### config.mk
export PLATFORM = sky130hd
export DESIGN_NAME = mdu_iter_flat
export DESIGN_NICKNAME = d
export VERILOG_FILES = /design/src/rtl/mdu_iter_if.sv /design/src/rtl/mdu_iter.sv /design/src/flat_wrapper.sv
export SDC_FILE = /design/constraint.sdc
export NUM_CORES = 2
export LEC_CHECK = 0
export ABC_CLOCK_PERIOD_IN_PS = 8900
export BUFFER_PORTS_ARGS = -buffer_cell sky130_fd_sc_hd__buf_4
export CAP_MARGIN = 20
export CORE_ASPECT_RATIO = 1.25
export CORE_MARGIN = 5
export CORE_UTILIZATION = 40
export DETAILED_ROUTE_END_ITERATION = 6
export PLACE_DENSITY = 0.64
export SKIP_CTS_REPAIR_TIMING = 1
export SYNTH_ARGS = -nofsm -noshare
export SYNTH_HDL_FRONTEND = slang
export SYNTH_SLANG_ARGS = --single-unit
### constraint.sdc
create_clock -name clock -period 8.9 [get_ports clock]
set_input_delay 1.78 -clock clock [delete_from_list [all_inputs] [get_ports clock]]
set_output_delay 1.78 -clock clock [all_outputs]
set_load 0.05 [all_outputs]
### src/rtl/mdu_iter_if.sv
// Handshake bundle between the EX stage and the iterative multiply/divide unit.
//   master : requester side (drives the op, operands, flush and out_ready_i)
//   slave  : the unit itself (drives in_ready_o, out_valid_o and res_o)
// Signals:
//   flush_i      pipeline kill, abandons whatever the unit is doing
//   in_valid_i   op request;   in_ready_o  unit can accept (IDLE only)
//   op_i         funct3 (0 MUL,1 MULH,2 MULHSU,3 MULHU,4 DIV,5 DIVU,6 REM,7 REMU)
//   w_i          32-bit W variant
//   src1_i/src2_i rs1 / rs2
//   out_valid_o  result available; out_ready_i consumer takes it
//   res_o        result, stable while out_valid_o && !out_ready_i
interface mdu_iter_if #(
    parameter int XLEN = 64
);
    logic            flush_i;
    logic            in_valid_i;
    logic            in_ready_o;
    logic [2:0]      op_i;
    logic            w_i;
    logic [XLEN-1:0] src1_i;
    logic [XLEN-1:0] src2_i;
    logic            out_valid_o;
    logic            out_ready_i;
    logic [XLEN-1:0] res_o;

    modport master (
        output flush_i, in_valid_i, op_i, w_i, src1_i, src2_i, out_ready_i,
        input  in_ready_o, out_valid_o, res_o
    );

    modport slave (
        input  flush_i, in_valid_i, op_i, w_i, src1_i, src2_i, out_ready_i,
        output in_ready_o, out_valid_o, res_o
    );
endinterface

### src/rtl/mdu_iter.sv
// Iterative RV64M multiply/divide unit, one bit per cycle.
// Ports:
//   clock  rising-edge clock
//   reset  synchronous, active-high
//   bus    mdu_iter_if.slave (request / result handshakes, flush)
// Multiply: shift-add of operand magnitudes into a 2*XLEN accumulator,
// sign applied when the result is registered. Divide: restoring
// shift-subtract on magnitudes. Divide-by-zero, signed overflow and illegal
// W multiplies are resolved straight from IDLE without iterating.
module mdu_iter #(
    parameter int XLEN = 64,
    parameter bit W_EN = 1'b1
) (
    input logic       clock,
    input logic       reset,
    mdu_iter_if.slave bus
);
    localparam int CW = $clog2(XLEN + 1);
    localparam logic [1:0] IDLE = 2'd0;
    localparam logic [1:0] CALC = 2'd1;
    localparam logic [1:0] DONE = 2'd2;

    function automatic logic [XLEN-1:0] sext32(input logic [31:0] v);
        return {{(XLEN-32){v[31]}}, v};
    endfunction

    logic [1:0]        state_reg;
    logic [CW-1:0]     cnt_reg;
    logic [2:0]        op_reg;
    logic              w_reg;
    logic              sa_reg;   // operand 1 was negative
    logic              sb_reg;   // operand 2 was negative
    // Multiply: a_reg = shifting multiplicand, b_reg = shifting multiplier,
    //           acc_reg = partial product.
    // Divide:   a_reg[XLEN-1:0] = dividend shifting out / quotient shifting in,
    //           b_reg = divisor, acc_reg[XLEN-1:0] = partial remainder.
    logic [2*XLEN-1:0] a_reg;
    logic [XLEN-1:0]   b_reg;
    logic [2*XLEN-1:0] acc_reg;
    logic [XLEN-1:0]   res_reg;

    // ---------------- request decode (used in IDLE) ----------------
    logic            w_in;
    logic [2:0]      in_op;
    logic            sgn1, sgn2;
    logic [XLEN-1:0] a_ext, b_ext, mag_a, mag_b, min_val, dividend_res;
    logic            neg_a, neg_b, div_zero, ovf, illegal, fast;
    logic [XLEN-1:0] fast_res;

    assign w_in  = W_EN && bus.w_i;
    assign in_op = bus.op_i;
    // MUL low bits do not depend on signedness, so it is treated as signed.
    assign sgn1  = (in_op != 3'd3) && (in_op != 3'd5) && (in_op != 3'd7);
    assign sgn2  = (in_op == 3'd0) || (in_op == 3'd1) || (in_op == 3'd4) || (in_op == 3'd6);

    assign a_ext = w_in ? (sgn1 ? sext32(bus.src1_i[31:0]) : {{(XLEN-32){1'b0}}, bus.src1_i[31:0]})
                        : bus.src1_i;
    assign b_ext = w_in ? (sgn2 ? sext32(bus.src2_i[31:0]) : {{(XLEN-32){1'b0}}, bus.src2_i[31:0]})
                        : bus.src2_i;
    assign neg_a = sgn1 && a_ext[XLEN-1];
    assign neg_b = sgn2 && b_ext[XLEN-1];
    assign mag_a = neg_a ? -a_ext : a_ext;
    assign mag_b = neg_b ? -b_ext : b_ext;

    assign min_val      = w_in ? sext32(32'h8000_0000) : {1'b1, {(XLEN-1){1'b0}}};
    assign dividend_res = w_in ? sext32(bus.src1_i[31:0]) : bus.src1_i;
    assign div_zero     = in_op[2] && (b_ext == '0);
    assign ovf          = in_op[2] && !in_op[0] && (a_ext == min_val) && (b_ext == '1);
    assign illegal      = w_in && (in_op == 3'd1 || in_op == 3'd2 || in_op == 3'd3);
    assign fast         = div_zero || ovf || illegal;

    always_comb begin
        fast_res = '0;
        if (illegal)       fast_res = '0;
        else if (div_zero) fast_res = in_op[1] ? dividend_res : '1;
        else if (ovf)      fast_res = in_op[1] ? '0 : a_ext;
    end

    // ---------------- one iteration step ----------------
    logic [2*XLEN-1:0] acc_mul, prod;
    logic [XLEN:0]     rem_sh, diff;
    logic              qbit, last;
    logic [XLEN-1:0]   rem_n, quo_n, quo_s, rem_s, full, fin_res;

    assign acc_mul = acc_reg + (b_reg[0] ? a_reg : '0);
    assign rem_sh  = {acc_reg[XLEN-1:0], a_reg[XLEN-1]};
    assign diff    = rem_sh - {1'b0, b_reg};
    assign qbit    = !diff[XLEN];   // no borrow: divisor fits
    assign rem_n   = qbit ? diff[XLEN-1:0] : rem_sh[XLEN-1:0];
    assign quo_n   = {a_reg[XLEN-2:0], qbit};

    // Final value, formed from the step's next values so the last
    // iteration and the sign fix-up land on the same edge.
    assign prod  = (sa_reg ^ sb_reg) ? -acc_mul : acc_mul;
    assign quo_s = (sa_reg ^ sb_reg) ? -quo_n : quo_n;
    assign rem_s = sa_reg ? -rem_n : rem_n;

    always_comb begin
        full = '0;
        if (op_reg[2])               full = op_reg[1] ? rem_s : quo_s;
        else if (op_reg[1:0] == 2'd0) full = prod[XLEN-1:0];
        else                         full = prod[2*XLEN-1:XLEN];
    end
    assign fin_res = w_reg ? sext32(full[31:0]) : full;
    assign last    = (cnt_reg == (w_reg ? CW'(31) : CW'(XLEN-1)));

    // ---------------- state ----------------
    always_ff @(posedge clock) begin
        if (reset) begin
            state_reg <= IDLE;
            cnt_reg   <= '0;
            op_reg    <= '0;
            w_reg     <= 1'b0;
            sa_reg    <= 1'b0;
            sb_reg    <= 1'b0;
            a_reg     <= '0;
            b_reg     <= '0;
            acc_reg   <= '0;
            res_reg   <= '0;
        end else if (bus.flush_i) begin
            state_reg <= IDLE;
            cnt_reg   <= '0;
        end else begin
            case (state_reg)
                IDLE: begin
                    if (bus.in_valid_i) begin
                        op_reg  <= in_op;
                        w_reg   <= w_in;
                        sa_reg  <= neg_a;
                        sb_reg  <= neg_b;
                        cnt_reg <= '0;
                        b_reg   <= mag_b;
                        acc_reg <= '0;
                        // W dividends are pre-aligned so their MSB is the
                        // first bit shifted into the remainder.
                        if (in_op[2] && w_in)
                            a_reg <= {{XLEN{1'b0}}, mag_a << (XLEN-32)};
                        else
                            a_reg <= {{XLEN{1'b0}}, mag_a};
                        if (fast) begin
                            res_reg   <= fast_res;
                            state_reg <= DONE;
                        end else begin
                            state_reg <= CALC;
                        end
                    end
                end
                CALC: begin
                    if (op_reg[2]) begin
                        a_reg   <= {{XLEN{1'b0}}, quo_n};
                        acc_reg <= {{XLEN{1'b0}}, rem_n};
                    end else begin
                        a_reg   <= a_reg << 1;
                        b_reg   <= b_reg >> 1;
                        acc_reg <= acc_mul;
                    end
                    cnt_reg <= cnt_reg + 1'b1;
                    if (last) begin
                        res_reg   <= fin_res;
                        state_reg <= DONE;
                    end
                end
                DONE: begin
                    if (bus.out_ready_i) state_reg <= IDLE;
                end
                default: state_reg <= IDLE;
            endcase
        end
    end

    assign bus.in_ready_o  = (state_reg == IDLE);
    assign bus.out_valid_o = (state_reg == DONE);
    assign bus.res_o       = res_reg;
endmodule

### src/flat_wrapper.sv
// flat-port wrapper written by rule: the top's interface ports become plain ports
module mdu_iter_flat 
#(
    parameter int XLEN = 64,
    parameter bit W_EN = 1'b1
)
  (clock, reset, bus_flush_i, bus_in_valid_i, bus_op_i, bus_w_i, bus_src1_i, bus_src2_i, bus_out_ready_i, bus_in_ready_o, bus_out_valid_o, bus_res_o);
  mdu_iter_if #(.XLEN(XLEN)) bus_i ();
  input logic clock;
  input logic reset;
  input wire logic [$bits(bus_i.flush_i)-1:0] bus_flush_i;
  input wire logic [$bits(bus_i.in_valid_i)-1:0] bus_in_valid_i;
  input wire logic [$bits(bus_i.op_i)-1:0] bus_op_i;
  input wire logic [$bits(bus_i.w_i)-1:0] bus_w_i;
  input wire logic [$bits(bus_i.src1_i)-1:0] bus_src1_i;
  input wire logic [$bits(bus_i.src2_i)-1:0] bus_src2_i;
  input wire logic [$bits(bus_i.out_ready_i)-1:0] bus_out_ready_i;
  output wire logic [$bits(bus_i.in_ready_o)-1:0] bus_in_ready_o;
  output wire logic [$bits(bus_i.out_valid_o)-1:0] bus_out_valid_o;
  output wire logic [$bits(bus_i.res_o)-1:0] bus_res_o;
  assign bus_i.flush_i = bus_flush_i;
  assign bus_i.in_valid_i = bus_in_valid_i;
  assign bus_i.op_i = bus_op_i;
  assign bus_i.w_i = bus_w_i;
  assign bus_i.src1_i = bus_src1_i;
  assign bus_i.src2_i = bus_src2_i;
  assign bus_i.out_ready_i = bus_out_ready_i;
  assign bus_in_ready_o = bus_i.in_ready_o;
  assign bus_out_valid_o = bus_i.out_valid_o;
  assign bus_res_o = bus_i.res_o;
  mdu_iter #(.XLEN(XLEN), .W_EN(W_EN)) u_core (.clock(clock), .reset(reset), .bus(bus_i));
endmodule
==> results.py <==
metrics = {
    "pwr": {
        "p_int_mw": 3.75,
        "peakVddDrop_mv": 0.202,
        "power.density_mw_per_mm2": 124,
        "combPwrFrac": 0.336,
        "clkPwrFrac": 0.352,
        "p_sw_frac": 0.409,
        "power_switching_mw": 2.59,
        "power_leakage_nw": 19.4,
        "p_total_mw": 6.34,
        "p_seq_frac": 0.312,
    },
    "detailed_routing": {
        "vias": 58683,
        "totalWireLength_um": 296000,
        "met2_length_um": 130000,
        "dr.first_iter.drc_count": 7533,
        "met1_length_um": 103000,
        "drc": 0,
        "wire_per_inst_um": 34.9,
        "first_pass_iters": 6,
        "viasPerCell": 6.90,
        "ant_nets": 0,
        "routed-wl-met3_um": 24900,
        "dr.max_layer_used": "met5",
    },
    "synthesis": {
        "synth.area.mux_share": 0.0225,
        "seq_area_frac_synth": 0.172,
        "synth_top_family_by_area": "compound AO/OA/AOI/OAI gates",
        "yosys.area_share.adder": 0.0546,
        "synth_compound_area_frac": 0.327,
        "synthSimpleGateAreaFrac": 0.291,
        "yosys.cell_types.count": 105,
        "syn_inst": 6941,
        "synth_fp_nets": 7279,
        "ys.flop_type": "dfxtp_1",
        "ys.warnings.count": 0,
        "synth-edff-count": 0,
        "syn_area_mm2": 0.0463,
        "async_flop_share": 0,
        "synth_xor_area_frac": 0.0811,
        "avgSynthCellArea_um2": 6.67,
        "ys_ff_latch": 399,
    },
    "layout": {
        "final_cell_mix": "nor2_1, nand2_1, a21oi_1",
        "layout.cells.non_filler": 8502,
        "num-fill-cells": 12215,
        "mostFrequentLayoutCell": "nor2_1",
        "nets": 7243,
        "areaGrowthSynthToFinish_pct": 10.8,
        "drive_gt1_frac": 0.0862,
    },
    "timing": {
        "skew_ns": 0.0401,
        "fmax_mhz": 120,
        "setup_tns_ns": 0,
        "rsz0062_at_grt": "false",
        "worstMarginPinSlew_ns": 1.38,
        "period_minus_slack_ns": 8.37,
        "fin_ws_ns": 0.533,
        "finalHoldViolations": 0,
        "slew_headroom": 0.0539,
        "maxSlewViolCount": 0,
        "period_share": 0.940,
        "setup_viol": 0,
        "fin_hold_ws_ns": 0.460,
    },
    "grt": {
        "grt_antenna_before_repair": 23,
        "grt_pass1_vias": 54460,
        "grtUsageTotal": 0.457,
        "grt_start_max_net_pins": 148,
        "grt_pass1_wl_um": 409000,
        "grt_overflow": 0,
    },
    "clock_tree": {
        "clock_latency_ns": 0.68,
        "cts_root_buf": "clkbuf_16",
        "clk_pin_slew_worst_paths_ns": 0.07,
        "cts_buffer_depth": 3,
        "cts_max_level": 2,
        "cts_made_buffers": 49,
        "clock_sinks": 399,
        "cts_tree": "done",
    },
    "setup_path": {
        "crit_fanout": 41,
        "crit_path_start_kind": "flip-flop",
        "cp_data_arrival_time_ns": 8.93,
        "worstSetupPathType": "reg -> reg",
        "cp-end-kind": "flip-flop",
        "required_ns": 9.46,
    },
    "placed_design": {
        "dp.cells": 8400,
        "dpl.hpwl_um": 240000,
        "numPortBuffers": 202,
        "pre_cts_slack_ns": 0.941,
        "routabilityCongestion": 1.12,
    },
    "floorplanning": {
        "initial_core_util": 0.403,
        "core_area_mm2": 0.115,
        "die_y_um": 390,
        "die_width_um": 314,
        "ios": 203,
        "dieArea_mm2": 0.123,
        "row_count": 139,
    },
    "job": {
        "maxCapViolCount": 0,
    },
    "status": {
        "outcome": "finished clean",
    },
    "hold_path": {
        "hold_path.class": "reg -> reg",
    },
}
-- path summary, 6_finish.rpt --
check / startpoint / endpoint / slack [ns] / cells after the start
worst max-delay path: u_core.b_reg[0]$_SDFFE_PP0P_ / u_core.bus.res_o[49]$_SDFFE_PP0P_ / 0.53 / 20
worst min-delay path: u_core.a_reg[127]$_SDFFE_PP0P_ / u_core.a_reg[127]$_SDFFE_PP0P_ / 0.46 / 2
worst max register to register: u_core.b_reg[0]$_SDFFE_PP0P_ / u_core.bus.res_o[49]$_SDFFE_PP0P_ / 0.53 / 20
worst min register to register: u_core.a_reg[127]$_SDFFE_PP0P_ / u_core.a_reg[127]$_SDFFE_PP0P_ / 0.46 / 2
-- kinds of logic after synthesis --
logic type / after synthesis
compound gates: 2370
xor+xnor: 429
fa+ha+maj: 201
buf+inv: 620
flops: 399
mux: 102
simple gates: 2820
-- worst max-delay path: stages (launching register included) --
cell and delay (ns):
dfxtp_4 0.68, buf_4 0.39, and2_1 0.24, ha_1 0.32, a21oi_1 0.27, o21ai_0 0.28, a211oi_1 0.53, buf_4 0.24
nor2_1 0.12, o21ai_0 0.92, and2_1 0.28, a211o_1 0.41, nor4b_1 0.63, nor3b_1 0.36, nor2b_1 0.66, nand4_1 0.36
mux2i_1 0.24, a211oi_1 0.23, nor3b_1 0.72, o31ai_1 0.18, a21oi_1 0.15
-- layer usage --
layer	GRT usage	up-vias
met3	0.0955	1274
met2	0.725	3706
met5	0	-
met4	0.456	12
met1	0.498	28074
li1	-	25617
-- through the flow --
step	util	instance area (um2)
global placement	0.431	49500
CTS	0.445	51200
finish	0.446	51300
detailed placement	0.431	49500
global route	0.446	51300
floorplan	-	46300
-- synth_stat cells, types with 89 or more instances --
master    count  area, um2
o211ai_1    108        811
a211oi_1    143       1070
ha_1        199       2490
nand2_1     748       2810
and2_1      184       1150
o21ai_0     509       2550
nor3_1      215       1080
inv_1       143        537
a22oi_1     129        968
nor4_1      100        626
nand4_1     154        963
clkbuf_1    398       1490
xor2_1      178       1560
dfxtp_1     399       7990
a21oi_1     729       3650
xnor2_1     251       2200
nand3_1     188        941
a21o_1       89        668
nor2_1      868       3260
-- final cells by class --
class	count	area, um2	area share
antenna	12	30.0	0.000585
tap	1551	1940	0.0378
clock buffer	66	1370	0.0267
sequential	399	8000	0.156
inverter	146	548	0.0107
timing repair buffer	387	2990	0.0583
clock inverter	19	335	0.00654
multi-input combinational	5922	36100	0.704
-- power by group through the flow --
stage	Sequential [mW]	Clock (mW)	Combinational, mW
after floorplan	1.96	0	1.20
after global placement	2.01	0	2.02
after detailed placement	2.01	0	2.02
after CTS	1.97	2.25	2.03
after global routing	1.97	2.31	2.20
final	1.98	2.23	2.13
(Power assumes the default switching activity.)
